===== src/rtl/logic_functions.sv =====
// logic_functions: registered g/h/f Boolean functions of x1..x4 with a valid flag.
module logic_functions (
  input  logic clk,
  input  logic rst_n,
  input  logic in_valid,
  input  logic x1,
  input  logic x2,
  input  logic x3,
  input  logic x4,
  output logic out_valid,
  output logic g,
  output logic h,
  output logic f
);
  logic valid_q, g_q, h_q, f_q;
  logic g_d, h_d, f_d;
  assign g_d = (x1 & x3) | (x2 & x4);
  assign h_d = (x1 | ~x3) & (~x2 | x4);
  assign f_d = g_d | h_d;
  // Results only load on accepted vectors, so idle-cycle inputs never disturb them.
  always_ff @(posedge clk or negedge rst_n) begin
    if (!rst_n) begin
      valid_q <= 1'b0;
      g_q     <= 1'b0;
      h_q     <= 1'b0;
      f_q     <= 1'b0;
    end else begin
      valid_q <= in_valid;
      if (in_valid) begin
        g_q <= g_d;
        h_q <= h_d;
        f_q <= f_d;
      end
    end
  end
  assign out_valid = valid_q;
  assign g         = g_q;
  assign h         = h_q;
  assign f         = f_q;
endmodule


===== config.mk =====
export PLATFORM = sky130hd
export DESIGN_NAME = logic_functions
export DESIGN_NICKNAME = d
export VERILOG_FILES = /design/src/rtl/logic_functions.sv
export SDC_FILE = /design/constraint.sdc
export NUM_CORES = 1
export LEC_CHECK = 0
export BUFFER_PORTS_ARGS = -buffer_cell sky130_fd_sc_hd__buf_4
export CORE_AREA = 2 2 39 41
export DETAILED_ROUTE_END_ITERATION = 12
export DIE_AREA = 0 0 41 43
export GPL_ROUTABILITY_DRIVEN = 0
export PLACE_DENSITY = 0.3
export SLEW_MARGIN = 20
export SYNTH_ARGS = -nofsm -noshare
export SYNTH_HDL_FRONTEND = slang
export SYNTH_SLANG_ARGS = --single-unit

===== constraint.sdc =====
create_clock -name clk -period 0.8 [get_ports clk]
set_input_delay 0.08 -clock clk [delete_from_list [all_inputs] [get_ports clk]]
set_output_delay 0.08 -clock clk [all_outputs]
set_load 0.05 [all_outputs]

# Word-level counts from Yosys, hierarchy flattened

Cells that the tools add are included.

Bitwise gates (word level): 9

Operators with widths:

| kind        | count |
|---|---|
| $or 1x1->1  | 4 |
| $and 1x1->1 | 3 |
| $not 1->1   | 2 |

Register bits after elaboration: 4
Bits of input ports: 7
Output and inout bits: 4
Logic and storage cells: 13

# Depth between registers and ports, before layout

Gate-level depths: netlist of the first run.

Depth after elaboration: 4
Mapped depth: 2
Gate-level depth less buffers: 2

# Worst setup path before layout of the first run

No wires, ideal clock.

Path type: reg2reg
Start point: register h (netlist name)
End point: register h_q, in the netlist h
Library setup time: 0.120 ns
Arrival time: 0.910 ns
Required time: 0.680 ns
Slack: -0.230 ns
Stages on the path, launching flop included: 3
Path buffers: 0
Clock period less this slack: 1.030 ns
Cell sequence: dfrtp_1 -> nor2b_1 -> a31o_1

RTL lines:

| what                 | line | text |
|---|---|---|
| to (signal assigned) | 25   | `h_q <= 1'b0;` |
| to (signal assigned) | 31   | `h_q <= h_d;` |
| to (decl)            | 15   | `logic valid_q, g_q, h_q, f_q;` |

# Worst setup path in the final report of the first run

Start point: register f_q, in the netlist f
End point: output port f

RTL lines:

| what                   | line | text |
|---|---|---|
| from (decl)            | 15   |  |
| from (signal assigned) | 26   | `f_q <= 1'b0;` |
| from (signal assigned) | 32   | `f_q <= f_d;` |
| to (decl)              | 13   | `output logic f` |

No word-level cell between the ends.

==> metrics.md, run 1 <==
| Metric | Value |
|---|---|
| # diodes | `0` |
| Max-slew violations | `0` |
| Synth cell count leaders | `dfrtp_1, a21oi_1, nor2_1, or2b_1` |
| CTS tree | `yes` |
| FP Rows | `14` |
| Global-route wire length before repair | `slightly below 700 um` |
| Gr ovfl total | `0` |
| Final setup vio count | `5` |
| Stages on the worst setup path | `1` |
| Tightest Pin Transition | `about 0.23 ns` |
| Yosys top cell area share | `0.615` |
| Vias in the first global route | `167` |
| Syn nets | `21` |
| Core box area | `~1400 um^2` |
| Slowest stage delay, CP | `around 0.41 ns` |
| Most common cell in the netlist | `dfrtp_1` |
| Seq/Total Area, Yosys | `0.615` |
| # port buffers | `10` |
| Sink Count | `4` |
| Outcome | `finished, violations left` |
| DRT Pass-1 Iters | `4` |
| PD cells | `2160 nW/um^2` |
| Post-synth EDFFs | `0` |
| Relative slew slack | `0.844` |
| GRT Util Overall | `0.0644` |
| Boundary Pins | `11` |
| Antenna Nets Post-Route | `0` |
| #FFs+latches synth | `4` |
| WP buf/inv | `1` |
| Most used DFF post-synth | `dfrtp_1` |
| Period utilisation layout | `1.10` |
| Crit-path slowest cell | `dfrtp_2` |
| Async S/R FF share, synth | `1.00` |
| Path type of the worst min-delay path | `input pin to flop` |
| Largest net degree at the start of global routing | `8` |
| CP cell instances | `buf_6` |
| Final Util | `0.233` |
| Final worst slack | `-0.0825 ns` |
| Final setup TNS | `-0.250 ns` |
| Synthesized instance count | `14` |
| Layout cells sized above 1 | `0.533` |
| Area leader, netlist | `dfrtp_1` |
| Fmax | `approximately 1.1 GHz` |
| Avg Vias per Cell | `3.61` |
| Final nets | `38` |
| H-Tree Depth | `1` |
| Clock Latency Late Sink | `~0.24 ns` |
| Clock Tree Buf Depth | `2` |
| Post-detail-place hpwl | `307 um` |
| Antenna violations before repair | `0` |
| Fin crit period | `between 0.8 and 0.9 ns` |
| Num CTS Buffers | `3` |
| Die height | `around 43 um` |
| Clk_skew | `0 ns` |
| Vias | `~170` |
| Critical Path AT | `0.80 ns` |
| Warnings from Yosys | `0` |
| Initial core utilization | `0.118` |
| Cell variety after synth | `8` |
| Root Driver | `clkbuf_4` |
| Reg clk slew, reported paths | `0.04 ns` |
| Critical path capture point type | `output pin` |
| Synthesized cell area | `163 um^2` |
| Place WS | `approximately 0.0076 ns` |
| Die Width | `between 40 and 50 um` |
| WL final | `roughly 430 um` |
| Final Hold Fails | `0` |
| Largest cells by area after synthesis | `dfrtp_1, or2b_1, a21oi_1` |
| Hold path depth | `2` |
| CP startpoint kind | `flop` |
| WS Path Type | `flop to output pin` |
| Area added between synthesis and finish | `98.5%` |
| Max VDD drop | `about 0.82 mV` |
| Mapped Avg Cell Area | `about 12 um^2` |
| Reg2Reg Depth | `2` |
| CP Max Fanout | `2` |
| Drt drc | `0` |
| RSZ-0062 raised after global routing | `yes` |
| Routed WL per cell | `9.43 um` |
| Leak pwr | `around 0.14 nW` |
| DR iter-0 viols | `2` |
| # Max-Cap Violations | `0` |
| Critical Path RT | `0.72 ns` |
| Crit path max-delay family | `flip-flops` |
| Post-CTS Setup Bufs | `0` |
| Layout fillers | `around 160` |
| Die ar. | `approximately 1800 um^2` |
| Failing checks | `negative setup slack` |
==> kinds of logic (layout without fill, tap and decap cells) <==
| family | count (synthesis) | in the layout | share of synthesized area |
|---|---|---|---|
| simple gates | 5 | 5 | 0.177 |
| compound gates | 5 | 5 | 0.208 |
| buf+inv | 0 | 16 | 0 |
| flops | 4 | 4 | 0.615 |
==> metal layers <==
metal | vias up | global-route usage | part of all wire
met4 | 0 | 0.0200 | 0
met1 | 77 | 0.0485 | 0.42
met3 | 0 | 0.0785 | 0.11
met2 | 7 | 0.0969 | 0.47
li1 | 82 | - | -
met5 | - | 0 | 0
==> final cells by class <==
type | count | area (um^2) | share of cell area
clock buffer | 4 | 26.3 | 0.0814
sequential | 4 | 104 | 0.322
tap | 16 | 20.0 | 0.0620
multi-input combinational | 10 | 62.6 | 0.194
timing repair buffer | 12 | 110 | 0.341
==> cells in the final DEF, fill, tap and decap left out <==
master and count:
buf_4 6, buf_6 4, clkbuf_4 3, dfrtp_2 3, nor2_1 2, a21oi_1 2, or2b_1 2, dlygate4sd3_1 2
a22oi_1 1, nor2b_1 1, a31o_1 1, o21a_1 1, clkbuf_1 1, dfrtp_1 1
==> per-stage QoR <==
step / power (W) / hold WS [ns] / cell area, um^2 / instances
2_1_floorplan: 0.000331 / -0.216 / 166 / 14
3_3_place_gp: 0.000399 / -0.119 / 262 / 40
3_5_place_dp: 0.000399 / -0.120 / 262 / 40
4_1_cts: 0.000710 / 0.00207 / 313 / 45
5_1_grt: 0.000747 / 0.0525 / 323 / 46
6_report: 0.000699 / 0.0624 / 323 / 46
==> worst paths after layout <==
path,startpoint,endpoint,slack (ns)
setup / recovery,f,f,-0.08
hold / removal,in_valid,g,0.06
setup reg to reg,h,h,-0.01
hold reg to reg,g,g,0.55
max in group asynchronous,rst_n,h,0.50
min in group asynchronous,rst_n,g,0.18
==> registers in the layout, indices dropped and copies added, names as in the netlist <==
| name | flops |
|---|---|
| f | 1 |
| h | 1 |
| out_valid | 1 |
| g | 1 |
==> report_power, final <==
part,internal (W),leakage (nW),switching [W]
clock,0.000188,0.0150,0.0000914
sequential,0.000225,0.0431,0.0000139
combinational,0.0000789,0.0845,0.000102
==> timing repair <==
action,in CTS,in global routing
gates resized for setup,4,0
pin swaps,0,0
endpoints found under the hold margin,4,1
hold buffers,1,1
setup endpoints to repair,5,5
(Power assumes the default switching activity.)
==> inputs of run 2 (changes only) <==
- ABC_AREA: unset -> 1
==> metrics.md, run 2 <==
| Metric | Value |
|---|---|
| Place WS | `0.153 ns (+0.146 ns)` |
| DR iter-0 viols | `0 (-2)` |
| FP Rows | `14 (unchanged)` |
| Outcome | `finished, violations left` |
| Antenna violations before repair | `0 (unchanged)` |
| Final setup TNS | `-0.235 ns (+0.0147 ns)` |
| Commonest non-fill, non-tap cell in the layout | `nand2_1` |
| Core box area | `1380 um^2 (unchanged)` |
| Initial core utilization | `0.118 (unchanged)` |
| Boundary Pins | `11 (unchanged)` |
| Vias in the first global route | `161 (-3.6%)` |
| Layout cells sized above 1 | `0.444 (-0.0889)` |
| Syn nets | `27 (+29%)` |
| # Max-Cap Violations | `0 (unchanged)` |
| Cell variety after synth | `4 (-4)` |
| Critical path capture point type | `output pin` |
| CP Max Fanout | `2 (unchanged)` |
| #FFs+latches synth | `4 (unchanged)` |
| Area added between synthesis and finish | `98.5% (unchanged)` |
| Setup crit start | `f` |
| Period utilisation layout | `1.09 (-0.0116)` |
| Beginning of the worst hold path | `in_valid` |
| Seq/Total Area, Yosys | `0.615 (unchanged)` |
| Reg clk slew, reported paths | `0.04 ns (about the same)` |
| CP cell instances | `buf_6` |
| GRT Util Overall | `0.0592 (-0.00515)` |
| Layout fillers | `172 (+10%)` |
| Slowest stage delay, CP | `0.40 ns (about the same)` |
| Die height | `43 um (unchanged)` |
| Placed insts | `46 (+15%)` |
| WS Path Type | `flop to output pin` |
| Most frequent cells in the layout | `nand2_1, buf_4, buf_6` |
| Max-slew violations | `0 (unchanged)` |
| Drt drc | `0 (unchanged)` |
| Mapped Avg Cell Area | `8.13 um^2 (-30%)` |
| Crit-path slowest cell | `dfrtp_2` |
| Critical Path RT | `0.72 ns (about the same)` |
| Final Hold Fails | `0 (unchanged)` |
| Final non-filler cell total | `52 (+13%)` |
| Antenna Nets Post-Route | `0 (unchanged)` |
| Synthesized instance count | `20 (+6)` |
| Global-route wire length before repair | `552 um (-18%)` |
| Final nets | `44 (+16%)` |
| Fmax | `1.15 GHz (+1.1%)` |
| Clock Latency Late Sink | `0.24 ns (about the same)` |
| # diodes | `0 (unchanged)` |
| Leak pwr | `0.172 nW (+21%)` |
| Post-synth EDFFs | `0 (unchanged)` |
| Most common cell in the netlist | `nand2_1` |
| Async S/R FF share, synth | `1.00 (unchanged)` |
| Relative slew slack | `0.930 (+0.0864)` |
| Routed WL per cell | `7.12 um (-25%)` |
| Die ar. | `1760 um^2 (unchanged)` |
| Final Power | `0.000695 W (-0.50%)` |
| Synthesized cell area | `163 um^2 (unchanged)` |
| # port buffers | `10 (unchanged)` |
| Vias | `177 (+6.6%)` |
| CTS tree | `yes` |
| Failing checks | `negative setup slack` |
| Warnings from Yosys | `0 (unchanged)` |
| RSZ-0062 raised after global routing | `yes` |
| CP startpoint kind | `flop` |
| Tightest Pin Transition | `0.104 ns (-0.130 ns)` |
| Final setup vio count | `4 (-1)` |
| Final worst slack | `-0.0732 ns (+0.00932 ns)` |
| Num CTS Buffers | `3 (unchanged)` |
| FF+latch area | `104 um^2 (unchanged)` |
| WP buf/inv | `1 (unchanged)` |
| Largest net degree at the start of global routing | `5 (-3)` |
| Multi-input gate area | `51.3 um^2 (-18%)` |
| Avg Vias per Cell | `3.40 (-5.7%)` |
| Largest cells by area after synthesis | `dfrtp_1, nand2_1, inv_1` |
| Synth cell count leaders | `nand2_1, dfrtp_1, inv_1` |
| H-Tree Depth | `1 (unchanged)` |
| Most used DFF post-synth | `dfrtp_1` |
| Gr ovfl total | `0 (unchanged)` |
| Clk_skew | `0 ns (unchanged)` |
| Area leader, netlist | `dfrtp_1` |
| WL final | `370 um (-15%)` |
| Yosys top cell area share | `0.615 (unchanged)` |
| Path type of the worst min-delay path | `input pin to flop` |
| DRT Pass-1 Iters | `1 (-3)` |
| Max VDD drop | `0.422 mV (-48%)` |
| Clock Tree Buf Depth | `2 (unchanged)` |
| Hold WS | `0.0901 ns (+0.0277 ns)` |
| Root Driver | `clkbuf_4` |
| Die Width | `41 um (unchanged)` |
| Fin crit period | `0.873 ns (-0.00932 ns)` |
| Crit path max-delay family | `flip-flops` |
| Sink Count | `4 (unchanged)` |
| PD cells | `2150 nW/um^2 (-0.50%)` |
| FF-to-FF Start | `f` |
| Critical Path AT | `0.79 ns (about the same)` |
## run 2: cell types whose count changed in the layout (fill, tap and decap cells not counted), moves of 2 or more
| cell | before | now |
|---|---|---|
| nand3_1 | 0 | 2 |
| a21oi_1 | 2 | 0 |
| nor2_1 | 2 | 0 |
| or2b_1 | 2 | 0 |
| nand2_1 | 0 | 11 |
| inv_1 | 0 | 3 |
## run 2: through the flow
step / util / instance area, um^2
after floorplan: - / 166
after detailed placement: 0.189 / 262
after global routing: 0.233 / 323
after CTS: 0.233 / 323
after global placement: 0.189 / 262
final: 0.233 / 323
## run 2: final timing paths
path                       endpoint  slack, ns  cells past startpoint
setup / recovery                  f      -0.07                      1
hold / removal                    g       0.09                      3
min in group asynchronous         f       0.17                      2
setup reg to reg                  f       0.14                      2
hold reg to reg                   g       0.49                      2
max in group asynchronous         g       0.51                      2
## run 2: metal layers
metal / wire length (um) / GRT usage / up-vias
li1: - / - / 90
met1: 152 / 0.0514 / 70
met2: 145 / 0.0594 / 13
met3: 39 / 0.0157 / 4
met4: 32 / 0.140 / 0
met5: 0 / 0 / -
## run 2: area by class of cell
class / instances / share of cell area
Tap cell: 16 / 0.0620
Clock buffer: 4 / 0.0814
Multi-Input combinational cell: 13 / 0.159
Timing Repair Buffer: 12 / 0.341
Inverter: 3 / 0.0349
Sequential cell: 4 / 0.322
## run 2: kinds of logic after synthesis
logic type,count (synthesis),share of synthesized area
buffers and inverters,3,0.0692
flip-flops,4,0.615
AND/OR/NAND/NOR,13,0.315
## run 2: worst reg2reg max path, stage by stage, from the launching register on
cell and delay (ns):
dfrtp_2 0.40, nand2_1 0.07, nand3_1 0.07
## run 2: repair_timing
item	CTS	global route
hold buffers	2	0
buffers inserted	0	0
hold endpoints to repair	5	0
setup endpoints to repair	4	4
gates cloned	0	0
gates resized for setup	4	0
## run 2: power breakdown
part           total [W]  switching [W]  leakage (nW)  internal [W]
logic           0.000177       0.000104         0.113     0.0000735
clock network   0.000280      0.0000921        0.0150      0.000188
registers       0.000238      0.0000125        0.0440      0.000225
total           0.000695       0.000209         0.172      0.000487
==> inputs of run 3 (changes only) <==
- PLACE_DENSITY: 0.3 -> 0.32
==> metrics.md, run 3 (synthesis gave the netlist of run 2 again) <==
| Metric | Value |
|---|---|
| Initial core utilization | `0.118 (unchanged)` |
| Final setup vio count | `4 (unchanged)` |
| Clock Latency Late Sink | `0.24 ns (about the same)` |
| DP Area | `262 um^2 (unchanged)` |
| Largest net degree at the start of global routing | `5 (unchanged)` |
| Clk_skew | `0 ns (unchanged)` |
| Crit-path slowest cell | `dfrtp_2` |
| # diodes | `0 (unchanged)` |
| Sink Count | `4 (unchanged)` |
| Core box area | `1380 um^2 (unchanged)` |
| Final Power | `0.000717 W (+3.2%)` |
| FF+latch area | `104 um^2 (unchanged)` |
| CTS tree | `yes` |
| Path type of the worst min-delay path | `input pin to flop` |
| Vias in the first global route | `171 (+6.2%)` |
| CP cell instances | `buf_8` |
| Boundary Pins | `11 (unchanged)` |
| # Max-Cap Violations | `0 (unchanged)` |
| CP Max Fanout | `2 (unchanged)` |
| # port buffers | `10 (unchanged)` |
| Hold path depth | `3 (unchanged)` |
| Antenna violations before repair | `0 (unchanged)` |
| PD cells | `2080 nW/um^2 (-3.6%)` |
| Max-slew violations | `0 (unchanged)` |
| Multi-input gate area | `51.3 um^2 (unchanged)` |
| Vias | `188 (+6.2%)` |
| Root Driver | `clkbuf_4` |
| Layout fillers | `161 (-6.4%)` |
| Layout cells sized above 1 | `0.474 (+0.0292)` |
| Most frequent cells in the layout | `nand2_1, buf_4, inv_1, clkbuf_4, dfrtp_2` |
| Final non-filler cell total | `54 (+3.8%)` |
| Crit path max-delay family | `flip-flops` |
| CP startpoint kind | `flop` |
| Gr ovfl total | `0 (unchanged)` |
| Hold WS | `0.109 ns (+0.0191 ns)` |
| Fin crit period | `0.879 ns (+0.00566 ns)` |
| Critical path capture point type | `output pin` |
| RSZ-0062 raised after global routing | `yes` |
| Stages on the worst setup path | `1 (unchanged)` |
| Critical Path RT | `0.72 ns (about the same)` |
| Placed insts | `46 (unchanged)` |
| Antenna Nets Post-Route | `0 (unchanged)` |
| Avg Vias per Cell | `3.48 (+2.3%)` |
| Area added between synthesis and finish | `112%` |
| WP buf/inv | `1 (unchanged)` |
| H-Tree Depth | `1 (unchanged)` |
| Period utilisation layout | `1.10 (+0.00708)` |
| Reg clk slew, reported paths | `0.04 ns (about the same)` |
| Commonest non-fill, non-tap cell in the layout | `nand2_1` |
| Drt drc | `0 (unchanged)` |
| Final nets | `46 (+4.5%)` |
| Failing checks | `negative setup slack` |
| Max VDD drop | `0.408 mV (-3.3%)` |
| Reg2Reg Depth | `3 (+1)` |
| Relative slew slack | `0.928 (-0.00205)` |
| Critical Path AT | `0.80 ns (about the same)` |
| Tightest Pin Transition | `0.108 ns (+0.00364 ns)` |
| Final setup TNS | `-0.234 ns (+0.00152 ns)` |
| Routed WL per cell | `7.28 um (+2.3%)` |
| DRT Pass-1 Iters | `4 (+3)` |
| Slowest stage delay, CP | `0.41 ns (about the same)` |
| Outcome | `finished, violations left` |
| Final worst slack | `-0.0788 ns (-0.00566 ns)` |
| Global-route wire length before repair | `641 um (+16%)` |
| Final Hold Fails | `0 (unchanged)` |
| Die Width | `41 um (unchanged)` |
| DR iter-0 viols | `3 (+3)` |
| Die height | `43 um (unchanged)` |
| Num CTS Buffers | `3 (unchanged)` |
| GRT Util Overall | `0.0714 (+0.0122)` |
| WL final | `393 um (+6.2%)` |
| Leak pwr | `0.184 nW (+7.2%)` |
| WS Path Type | `flop to output pin` |
| Die ar. | `1760 um^2 (unchanged)` |
| Fmax | `1.14 GHz (-0.64%)` |
| Clock Tree Buf Depth | `2 (unchanged)` |
| FP Rows | `14 (unchanged)` |
| Post-route cell area | `345 um^2 (+7.0%)` |
## run 3: cell count changes in the layout (fill, tap and decap cells not counted)
cell,before,now
buf_4,6,8
buf_6,4,2
buf_8,0,2
## run 3: path summary, 6_finish.rpt
check | from | endpoint | slack (ns)
max in group asynchronous | rst_n | g | 0.51
max | f | f | -0.08
min in group asynchronous | rst_n | h | 0.17
min | in_valid | g | 0.11
min reg2reg | h | h | 0.49
max reg2reg | f | f | 0.02
## run 3: what timing repair did
item                       in CTS  in global routing
setup endpoints to repair       4                  5
resized for setup               5                  1
cloned                          0                  0
setup buffers                   1                  1
hold endpoints to repair        5                  0
hold buffers                    2                  0
## run 3: where the power goes
part | internal [W] | switching (W)
combinational | 0.0000950 | 0.000108
sequential | 0.000226 | 0.0000141
clock | 0.000187 | 0.0000875
total | 0.000508 | 0.000209
## run 3: metal layers
metal	wire length, um	vias to the layer above	global-route usage
met5	0	-	0
met4	22	0	0.160
met3	40	2	0.0471
met2	176	12	0.0625
met1	155	80	0.0583
li1	-	94	-
## run 3: final cells by class
| cell class | count | share of cell area |
|---|---|---|
| Timing Repair Buffer | 14 | 0.384 |
| Multi-Input combinational cell | 13 | 0.149 |
| Sequential cell | 4 | 0.301 |
| Inverter | 3 | 0.0326 |
| Tap cell | 16 | 0.0580 |
| Clock buffer | 4 | 0.0761 |
## run 3: through the flow
stage	utilization	setup WS, ns
2_1_floorplan	-	0.0161
3_3_place_gp	0.189	0.154
3_5_place_dp	0.189	0.148
4_1_cts	0.241	-0.0894
5_1_grt	0.250	-0.114
6_report	0.250	-0.0788
